## src/rtl/uart_cmd_parser.sv

```systemverilog
// uart_cmd_parser
//   Turns the ASCII byte stream from the UART receiver into calculator
//   commands. Decimal digits build an operand. SPACE latches the operand.
//   Each operation letter after that issues one command through a
//   valid/ready handshake. Errors are reported as a one-cycle pulse with a
//   cause code. All outputs are registered.
//
//   state | meaning
//   IDLE  | nothing held
//   NUM   | accumulating decimal digits
//   ARMED | operand latched, waiting for operation letters
//   OUT   | command presented, cmd_valid high
//
// Ports:
//   clk         system clock
//   reset       asynchronous, active-high reset
//   rx_data     received ASCII byte
//   rx_valid    single-cycle strobe qualifying rx_data
//   cmd_ready   calculator stage accepts the command
//   cmd_valid   command available
//   cmd_op      00 sqrt, 01 sin, 10 cos, 11 prime
//   cmd_operand operand for the command
//   err_valid   one-cycle error pulse
//   err_code    01 overflow, 10 no operand, 11 busy
//   armed       an operand is latched and ready for operation letters
module uart_cmd_parser #(
   parameter int OPERAND_W   = 9,
   parameter int OPERAND_MAX = 511,
   parameter int MAX_DIGITS  = 3
) (
   input  logic                 clk,
   input  logic                 reset,
   input  logic [7:0]           rx_data,
   input  logic                 rx_valid,
   input  logic                 cmd_ready,
   output logic                 cmd_valid,
   output logic [1:0]           cmd_op,
   output logic [OPERAND_W-1:0] cmd_operand,
   output logic                 err_valid,
   output logic [1:0]           err_code,
   output logic                 armed
);

   localparam logic [1:0] ST_IDLE  = 2'd0;
   localparam logic [1:0] ST_NUM   = 2'd1;
   localparam logic [1:0] ST_ARMED = 2'd2;
   localparam logic [1:0] ST_OUT   = 2'd3;

   localparam logic [1:0] ERR_OVERFLOW = 2'b01;
   localparam logic [1:0] ERR_NO_OPND  = 2'b10;
   localparam logic [1:0] ERR_BUSY     = 2'b11;

   localparam int CNT_W  = $clog2(MAX_DIGITS + 1);
   // Wide enough for OPERAND_MAX*10 + 9 without wrap.
   localparam int NEXT_W = OPERAND_W + 4;

   logic [1:0]           state;
   logic [OPERAND_W-1:0] acc;
   logic [CNT_W-1:0]     cnt;
   logic [OPERAND_W-1:0] operand_reg;

   logic              is_digit;
   logic              is_space;
   logic              is_op;
   logic              is_esc;
   logic [1:0]        op_code;
   logic [NEXT_W-1:0] next_val;
   logic              digit_err;

   always_comb begin
      is_digit = (rx_data >= 8'h30) && (rx_data <= 8'h39);
      is_space = (rx_data == 8'h20);
      is_esc   = (rx_data == 8'h1B);
      is_op    = 1'b1;
      op_code  = 2'b00;
      case (rx_data)
         8'h51, 8'h71: op_code = 2'b00;   // Q q
         8'h42, 8'h62: op_code = 2'b01;   // B b
         8'h43, 8'h63: op_code = 2'b10;   // C c
         8'h50, 8'h70: op_code = 2'b11;   // P p
         default:      is_op   = 1'b0;
      endcase
      next_val  = NEXT_W'(acc) * NEXT_W'(10) + NEXT_W'(rx_data[3:0]);
      digit_err = (cnt == CNT_W'(MAX_DIGITS)) || (next_val > NEXT_W'(OPERAND_MAX));
   end

   always_ff @(posedge clk or posedge reset) begin
      if (reset) begin
         state       <= ST_IDLE;
         acc         <= '0;
         cnt         <= '0;
         operand_reg <= '0;
         cmd_valid   <= 1'b0;
         cmd_op      <= 2'b00;
         cmd_operand <= '0;
         err_valid   <= 1'b0;
         err_code    <= 2'b00;
         armed       <= 1'b0;
      end else begin
         err_valid <= 1'b0;
         if (state == ST_OUT) begin
            if (cmd_ready) begin
               cmd_valid <= 1'b0;
               state     <= ST_ARMED;
            end
            // Any meaningful byte is dropped while a command is pending,
            // including one arriving on the handshake cycle itself.
            if (rx_valid && (is_digit || is_space || is_op || is_esc)) begin
               err_valid <= 1'b1;
               err_code  <= ERR_BUSY;
            end
         end else if (rx_valid) begin
            if (is_digit) begin
               armed <= 1'b0;
               if (digit_err) begin
                  err_valid <= 1'b1;
                  err_code  <= ERR_OVERFLOW;
                  acc       <= '0;
                  cnt       <= '0;
                  state     <= ST_IDLE;
               end else begin
                  acc   <= next_val[OPERAND_W-1:0];
                  cnt   <= cnt + CNT_W'(1);
                  state <= ST_NUM;
               end
            end else if (is_space) begin
               if (state == ST_NUM) begin
                  operand_reg <= acc;
                  acc         <= '0;
                  cnt         <= '0;
                  state       <= ST_ARMED;
                  armed       <= 1'b1;
               end
            end else if (is_op) begin
               if (state == ST_ARMED) begin
                  cmd_op      <= op_code;
                  cmd_operand <= operand_reg;
                  cmd_valid   <= 1'b1;
                  state       <= ST_OUT;
               end else begin
                  err_valid <= 1'b1;
                  err_code  <= ERR_NO_OPND;
               end
            end else if (is_esc) begin
               acc         <= '0;
               cnt         <= '0;
               operand_reg <= '0;
               armed       <= 1'b0;
               state       <= ST_IDLE;
            end
         end
      end
   end

endmodule

```

## config.mk

```make
export PLATFORM = sky130hd
export DESIGN_NAME = uart_cmd_parser
export DESIGN_NICKNAME = d
export VERILOG_FILES = /design/src/rtl/uart_cmd_parser.sv
export SDC_FILE = /design/constraint.sdc
export NUM_CORES = 1
export LEC_CHECK = 0
export ABC_AREA = 1
export BUFFER_PORTS_ARGS = -buffer_cell sky130_fd_sc_hd__buf_2
export CAP_MARGIN = 20
export CORE_MARGIN = 3
export CORE_UTILIZATION = 40
export CTS_CLUSTER_DIAMETER = 100
export DETAILED_ROUTE_END_ITERATION = 8
export GPL_TIMING_DRIVEN = 0
export REMOVE_ABC_BUFFERS = 1
export SETUP_SLACK_MARGIN = 0.15
export SLEW_MARGIN = 20
export SYNTH_ARGS = -nofsm -noshare
export SYNTH_HDL_FRONTEND = slang
export SYNTH_SLANG_ARGS = --single-unit
```

## constraint.sdc

```tcl
create_clock -name clk -period 6.8 [get_ports clk]
set_input_delay 1.36 -clock clk [delete_from_list [all_inputs] [get_ports clk]]
set_output_delay 1.36 -clock clk [all_outputs]
set_load 0.03 [all_outputs]
```

==> results of run 1 <==
[cells by family after synthesis]
group / count (synthesis) / share of synthesized area [%]
adders and majority gates: 20 / 11.0
xor gates and xnor gates: 6 / 2.18
muxes: 10 / 4.67
DFF: 38 / 39.5
AOI/OAI and AO/OA: 38 / 9.92
and+or+nand+nor: 139 / 25.9
buffers and inverters: 39 / 6.91
[per-layer routing]
layer / part of all wire (%) / routed length (um)
met2: 42 / 2060
met1: 53 / 2560
met3: 3.7 / 178
met4: 1.5 / 71
met5: 0 / 0
[how the worst min path moves through the flow]
stage,start,endpoint,slack (ns)
6_report,err_code[1]$_DFFE_PP0P_,err_code[1]$_DFFE_PP0P_,0.47
5_1_grt,cnt[1]$_DFFE_PP0P_,cnt[1]$_DFFE_PP0P_,0.51
4_1_cts,err_code[1]$_DFFE_PP0P_,err_code[1]$_DFFE_PP0P_,0.47
3_5_place_dp,err_code[1]$_DFFE_PP0P_,err_code[1]$_DFFE_PP0P_,0.45
3_3_place_gp,err_code[1]$_DFFE_PP0P_,err_code[1]$_DFFE_PP0P_,0.45
2_1_floorplan,operand_reg[4]$_DFFE_PP0P_,operand_reg[4]$_DFFE_PP0P_,0.45
[area by class of cell]
cell class	count	area [sq um]
fillers	591	2960
multi-input cells	213	1290
flip-flops and latches	38	951
repair buffers	28	155
inverters	36	139
well taps	72	90.1
clock buffers	7	86.3
clock inverters	1	5.00
[Yosys cell counts]
| cell type | instances |
|---|---|
| inv_4 | 1 |
| fa_1 | 2 |
| o22ai_1 | 5 |
| nand2_2 | 1 |
| ha_1 | 18 |
| mux2_2 | 10 |
| nand3_1 | 27 |
| o21ai_1 | 11 |
| buf_2 | 1 |
| nor3_1 | 1 |
| a21o_2 | 1 |
| nand3b_1 | 1 |
| inv_2 | 1 |
| xor2_1 | 1 |
| buf_6 | 2 |
| a21oi_1 | 8 |
| o31ai_1 | 5 |
| nand4_1 | 3 |
| nor3_4 | 1 |
| nand2_1 | 89 |
| nand3_2 | 1 |
| xnor2_1 | 5 |
| nand4_4 | 1 |
| clkinv_2 | 1 |
| a21oi_4 | 1 |
| o21ai_4 | 1 |
| o21ai_0 | 5 |
| nor2_4 | 1 |
| o21ai_2 | 1 |
| inv_1 | 33 |
| dfrtp_1 | 38 |
| nor2_1 | 12 |
| nand4_2 | 1 |
[per-stage QoR]
step                      instance area, sq um  total power [uW]  hold slack [ns]  setup slack [ns]  cells
final                                     2720               502            0.471              3.75    395
after global routing                      2720               535            0.512              3.57    395
after CTS                                 2720               507            0.472              3.74    395
after detailed placement                  2630               349            0.454              3.44    387
after global placement                    2610               347            0.454              3.45    386
after floorplan                           2380               322            0.448              3.84    287
[where the power goes]
| part | internal [uW] | switching (uW) | leakage [uW] |
|---|---|---|---|
| clock | 81.8 | 76.2 | 0.0000482 |
| combinational | 35.4 | 64.7 | 0.000949 |
| sequential | 236 | 8.10 | 0.000523 |
[worst max-delay path: stages]
cell and delay, ns:
buf_2 0.13, ha_1 0.23, fa_1 0.40, nand2_1 0.08, nand2_1 0.07, nand2_1 0.07
nor2_1 0.07, nand3_1 0.08, nor2_1 0.04, nand3_1 0.06, nand2_1 0.10, nand3_1 0.17
nand2_1 0.08, nand2_1 0.09, nand2_1 0.09, nand2_1 0.07, nand2_1 0.04
==> qor.csv, run 1 <==
metric,value,unit
r2r_end,err_code[0]$_DFFE_PP0P_,
met2_usage,22.1,%
antenna_found_initial,0,
gp_congestion,0.795,
vias_per_cell,4.94,
busiest_layer,met1,
grt_max_degree,32,
place_hpwl,3880,um
io_buffers,27,
first_pass_iters,4,
grt_pass1_wl,8720,um
numCtsBuffers,5,
path_max_fanout,4,
hold_viol,0,
track_usage,15.1,%
yosysSeqAreaShare,39.5,%
crit_start,rx_data[1],
criticalPathCategory,in -> reg,
clk_pin_slew_worst_paths,0.07,ns
yosysTopAreaCellShare,39.5,%
netlist_area,2410,sq um
hold_buffers,0,
clk-insertion-delay-late,0.29,ns
power.density,185,nW/um^2
grt-ovfl-total,0,
holdCritPathClass,reg -> reg,
worstMarginPinSlew,0.602,ns
period_minus_slack,3.05,ns
dieArea,6990,sq um
timing.rr.start,acc[1]$_DFFE_PP0P_,
drtIter0Drc,123,
cp.required,6.99,ns
synth.area.top_cells,"dfrtp_1 (39%), nand2_1 (14%), ha_1 (9.3%), nand3_1 (5.6%), inv_1 (5.1%)",
worstPathArrival,3.23,ns
htree_levels,2,
syn_inst,290,
ys_seq_elements,38,
status,completed,
vdd_drop_max,127,uV
r2r_cells,17,
yosysWarnings,0,
rsz0062_at_grt,no,
fin_crit_sh,44.8,%
critPathCapture,err_code[0]$_DFFE_PP0P_,
area_growth,12.8,%
skew,0.00371,ns
yosysTopAreaCell,dfrtp_1,
setup_violations,0,
die_x,83.6,um
cap_violations,0,
tns,0,ns
start_util,42.5,%
cts_tree,yes,
cts_setup_buffers,0,
max_freq,0.328,GHz
wl,4860,um
drc,0,
diodes,0,
r2r_slack,3.85,ns
core-area,5680,sq um
final_nets,354,
synth_cell_type_count,33,
clockRootBuffer,clkbuf_8,
p_leak,0.00152,uW
syn_area_per_cell,8.31,sq um
grt_pass1_vias,1879,
critical_path.startpoint_type,primary input,
final_cell_mix,"nand2_1 (89), dfrtp_1 (38), inv_1 (32), nand3_1 (27), buf_2 (27)",
final_util,47.9,%
clock_path_buffers,2,
whs_path_depth,2,
drt-wirelength-per-cell,12.3,um
slew_violations,0,
use_met1,22.5,%
slew_headroom,59.8,%
ctsResizeCount,0,
crit_path_end_kind,register,
layout_commonest_cell,nand2_1,
pin_count,28,
rows,27,
antenna_left,0,
die_h,83.6,um
vias,1952,
numClockSinks,38,
layout-drive-gt1-share,18.3,%
met3_usage,2.27,%
Power figures use the tool's default switching activity.
==> inputs of run 2 (changes only) <==
Clock period 6.8 ns to 2.9 ns, I/O delays scaled along.
==> run 2 against run 1 <==
Net effect: clock skew about the same; critical path type is now reg -> reg; cell area increased by 3.7%; final cell count increased by 1.0%; total power increased by 140%; worst setup slack got worse by 3.4 ns; sequential share of layout area decreased by 1.2 points; largest cell class unchanged.
==> qor.csv, run 2 (synthesis results as in run 1) <==
metric,value,unit,change
status,completed,,unchanged
vias_per_cell,4.93,,was 4.94
antenna_found_initial,0,,unchanged
dp_slack,-0.0536,ns,was 3.44 ns
power_frac_comb,21.3,%,was 19.9%
vias,1969,,was 1952
drtIter0Drc,132,,was 123
place_hpwl,3880,um,unchanged
grt_max_degree,32,,unchanged
worstPathArrival,2.82,ns,was 3.23 ns
cts_tree,yes,,unchanged
htree_levels,2,,unchanged
numCtsBuffers,5,,unchanged
dieArea,6990,sq um,unchanged
drc,0,,unchanged
diodes,0,,unchanged
crit_buf_inv,1,,unchanged
skew,0.00370,ns,was 0.00371 ns
period_minus_slack,2.59,ns,
clockRootBuffer,clkbuf_8,,unchanged
final_util,49.7,%,was 47.9%
fillers,579,,was 591
layout_setup_ws,0.308,ns,was 3.75 ns
rows,27,,unchanged
cp.required,3.13,ns,was 6.99 ns
numClockSinks,38,,unchanged
slew_headroom,59.7,%,was 59.8%
p_leak,0.00153,uW,was 0.00152 uW
slew_violations,0,,unchanged
grt_pass1_vias,1886,,was 1879
track_usage,15.3,%,was 15.1%
path_max_fanout,3,,was 4
die_x,83.6,um,unchanged
setup_violations,0,,unchanged
first_pass_iters,4,,unchanged
critical_path.startpoint_type,register,,was primary input
criticalPathCategory,reg -> reg,,was in -> reg
power_switching,361,uW,was 149 uW
clock_path_buffers,2,,unchanged
layout_commonest_cell,nand2_1,,unchanged
cp_top_family,simple AND/OR/NAND/NOR gates,,unchanged
wl,5080,um,was 4860 um
clk_pin_slew_worst_paths,0.07,ns,about the same
clockPowerShare,30.9,%,was 31.5%
crit_path_cell_trace,ha_4 -> ha_4 -> fa_2 -> nand2_1 -> inv_1 -> nand2_1 -> nor2_2 -> nand3_1 -> nor2_1 -> nand3_1 -> nand2_2 -> nand3_4 -> nand2_2 -> nand2_2 -> nand2_2 -> nand2_1 -> nand2_1,,was buf_2 -> ha_1 -> fa_1 -> nand2_1 -> nand2_1 -> nand2_1 -> nor2_1 -> nand3_1 -> nor2_1 -> nand3_1 -> nand2_1 -> nand3_1 -> nand2_1 -> nand2_1 -> nand2_1 -> nand2_1 -> nand2_1
area_growth,17.0,%,was 12.8%
slowest_stage,fa_2,,was fa_1
worstMarginPinSlew,0.603,ns,was 0.602 ns
final_nets,358,,was 354
switching_share,30.2,%,was 29.7%
core-area,5680,sq um,unchanged
internal_power,836,uW,was 353 uW
grt-ovfl-total,0,,unchanged
crit_path_end_kind,register,,unchanged
vdd_drop_max,285,uV,was 127 uV
crit_path_max_incr_delay,0.54,ns,was 0.40 ns
hold_buffers,0,,unchanged
max_freq,0.386,GHz,
start_util,42.5,%,unchanged
rsz0062_at_grt,yes,,was no
die_h,83.6,um,unchanged
final_cell_mix,"nand2_1 (85), dfrtp_1 (36), inv_1 (32), buf_2 (27), nand3_1 (26)",,"was nand2_1 (89), dfrtp_1 (38), inv_1 (32), nand3_1 (27), buf_2 (27)"
pin_count,28,,unchanged
seqCellArea,953,sq um,was 951 sq um
io_buffers,27,,unchanged
hold_viol,0,,unchanged
drt-wirelength-per-cell,12.7,um,was 12.3 um
pwr-share-seq,47.8,%,was 48.6%
fin_crit_sh,89.4,%,
antenna_left,0,,unchanged
cap_violations,0,,unchanged
grt_pass1_wl,8810,um,was 8720 um
layout-drive-gt1-share,23.2,%,was 18.3%
holdCritPathClass,in -> async,,was reg -> reg
gp_congestion,0.795,,unchanged
clk-insertion-delay-late,0.28,ns,was 0.29 ns
power.density,424,nW/um^2,was 185 nW/um^2
multi_input_area,1360,sq um,was 1290 sq um
tns,0,ns,unchanged
-- run 2: cell types whose count changed in the layout (fill, tap and decap cells not counted), moves of 2 or more --
cell     change
buf_4        +4
dfrtp_1      -2
dfrtp_2      +2
ha_1         -3
ha_4         +3
nand2_1      -4
nand2_2      +4
-- run 2: what timing repair did --
action	4_1_cts	5_1_grt
gates cloned	0	0
pin swaps	1	3
setup endpoints to repair	12	12
gates resized for setup	5	10
buffers inserted	2	2
-- run 2: layout make-up --
class	instances	area share, %
clock buffer	7	3.06
clock inverter	1	0.177
multi-input combinational	213	48.3
tap	72	3.19
inverter	36	4.92
timing repair buffer	32	6.57
sequential	38	33.8
-- run 2: path summary, 6_finish.rpt --
| kind | from | endpoint | slack [ns] | depth (start not counted) |
|---|---|---|---|---|
| max reg2reg | acc[1]$_DFFE_PP0P_ | err_code[0]$_DFFE_PP0P_ | 0.31 | 17 |
| max | acc[1]$_DFFE_PP0P_ | err_code[0]$_DFFE_PP0P_ | 0.31 | 17 |
| max in group asynchronous | reset | acc[1]$_DFFE_PP0P_ | 2.29 | 3 |
| min reg2reg | err_code[1]$_DFFE_PP0P_ | err_code[1]$_DFFE_PP0P_ | 0.47 | 2 |
| min | reset | cmd_valid$_DFFE_PP0P_ | 0.19 | 2 |
| min in group clk | err_code[1]$_DFFE_PP0P_ | err_code[1]$_DFFE_PP0P_ | 0.47 | 2 |
-- run 2: metrics by stage --
step / total power (uW) / hold WS [ns] / cells / instance area [sq um]
after detailed placement: 819 / 0.454 / 387 / 2630
final: 1200 / 0.187 / 399 / 2820
after global routing: 1280 / 0.205 / 399 / 2820
after CTS: 1190 / 0.185 / 397 / 2750
after global placement: 813 / 0.454 / 386 / 2610
after floorplan: 756 / 0.448 / 287 / 2380
-- run 2: power groups by stage --
stage | clock, uW | combinational (uW) | sequential (uW)
finish | 370 | 255 | 573
global route | 407 | 293 | 576
CTS | 379 | 243 | 571
detailed placement | 0 | 237 | 582
global placement | 0 | 231 | 582
floorplan | 0 | 166 | 590
-- run 2: per-layer routing --
layer	global-route usage (%)	up-vias	share of wire (%)
li1	-	1036	-
met1	23.0	902	52
met2	22.1	27	44
met3	2.27	4	2.9
met4	5.12	0	1.1
met5	0	-	0
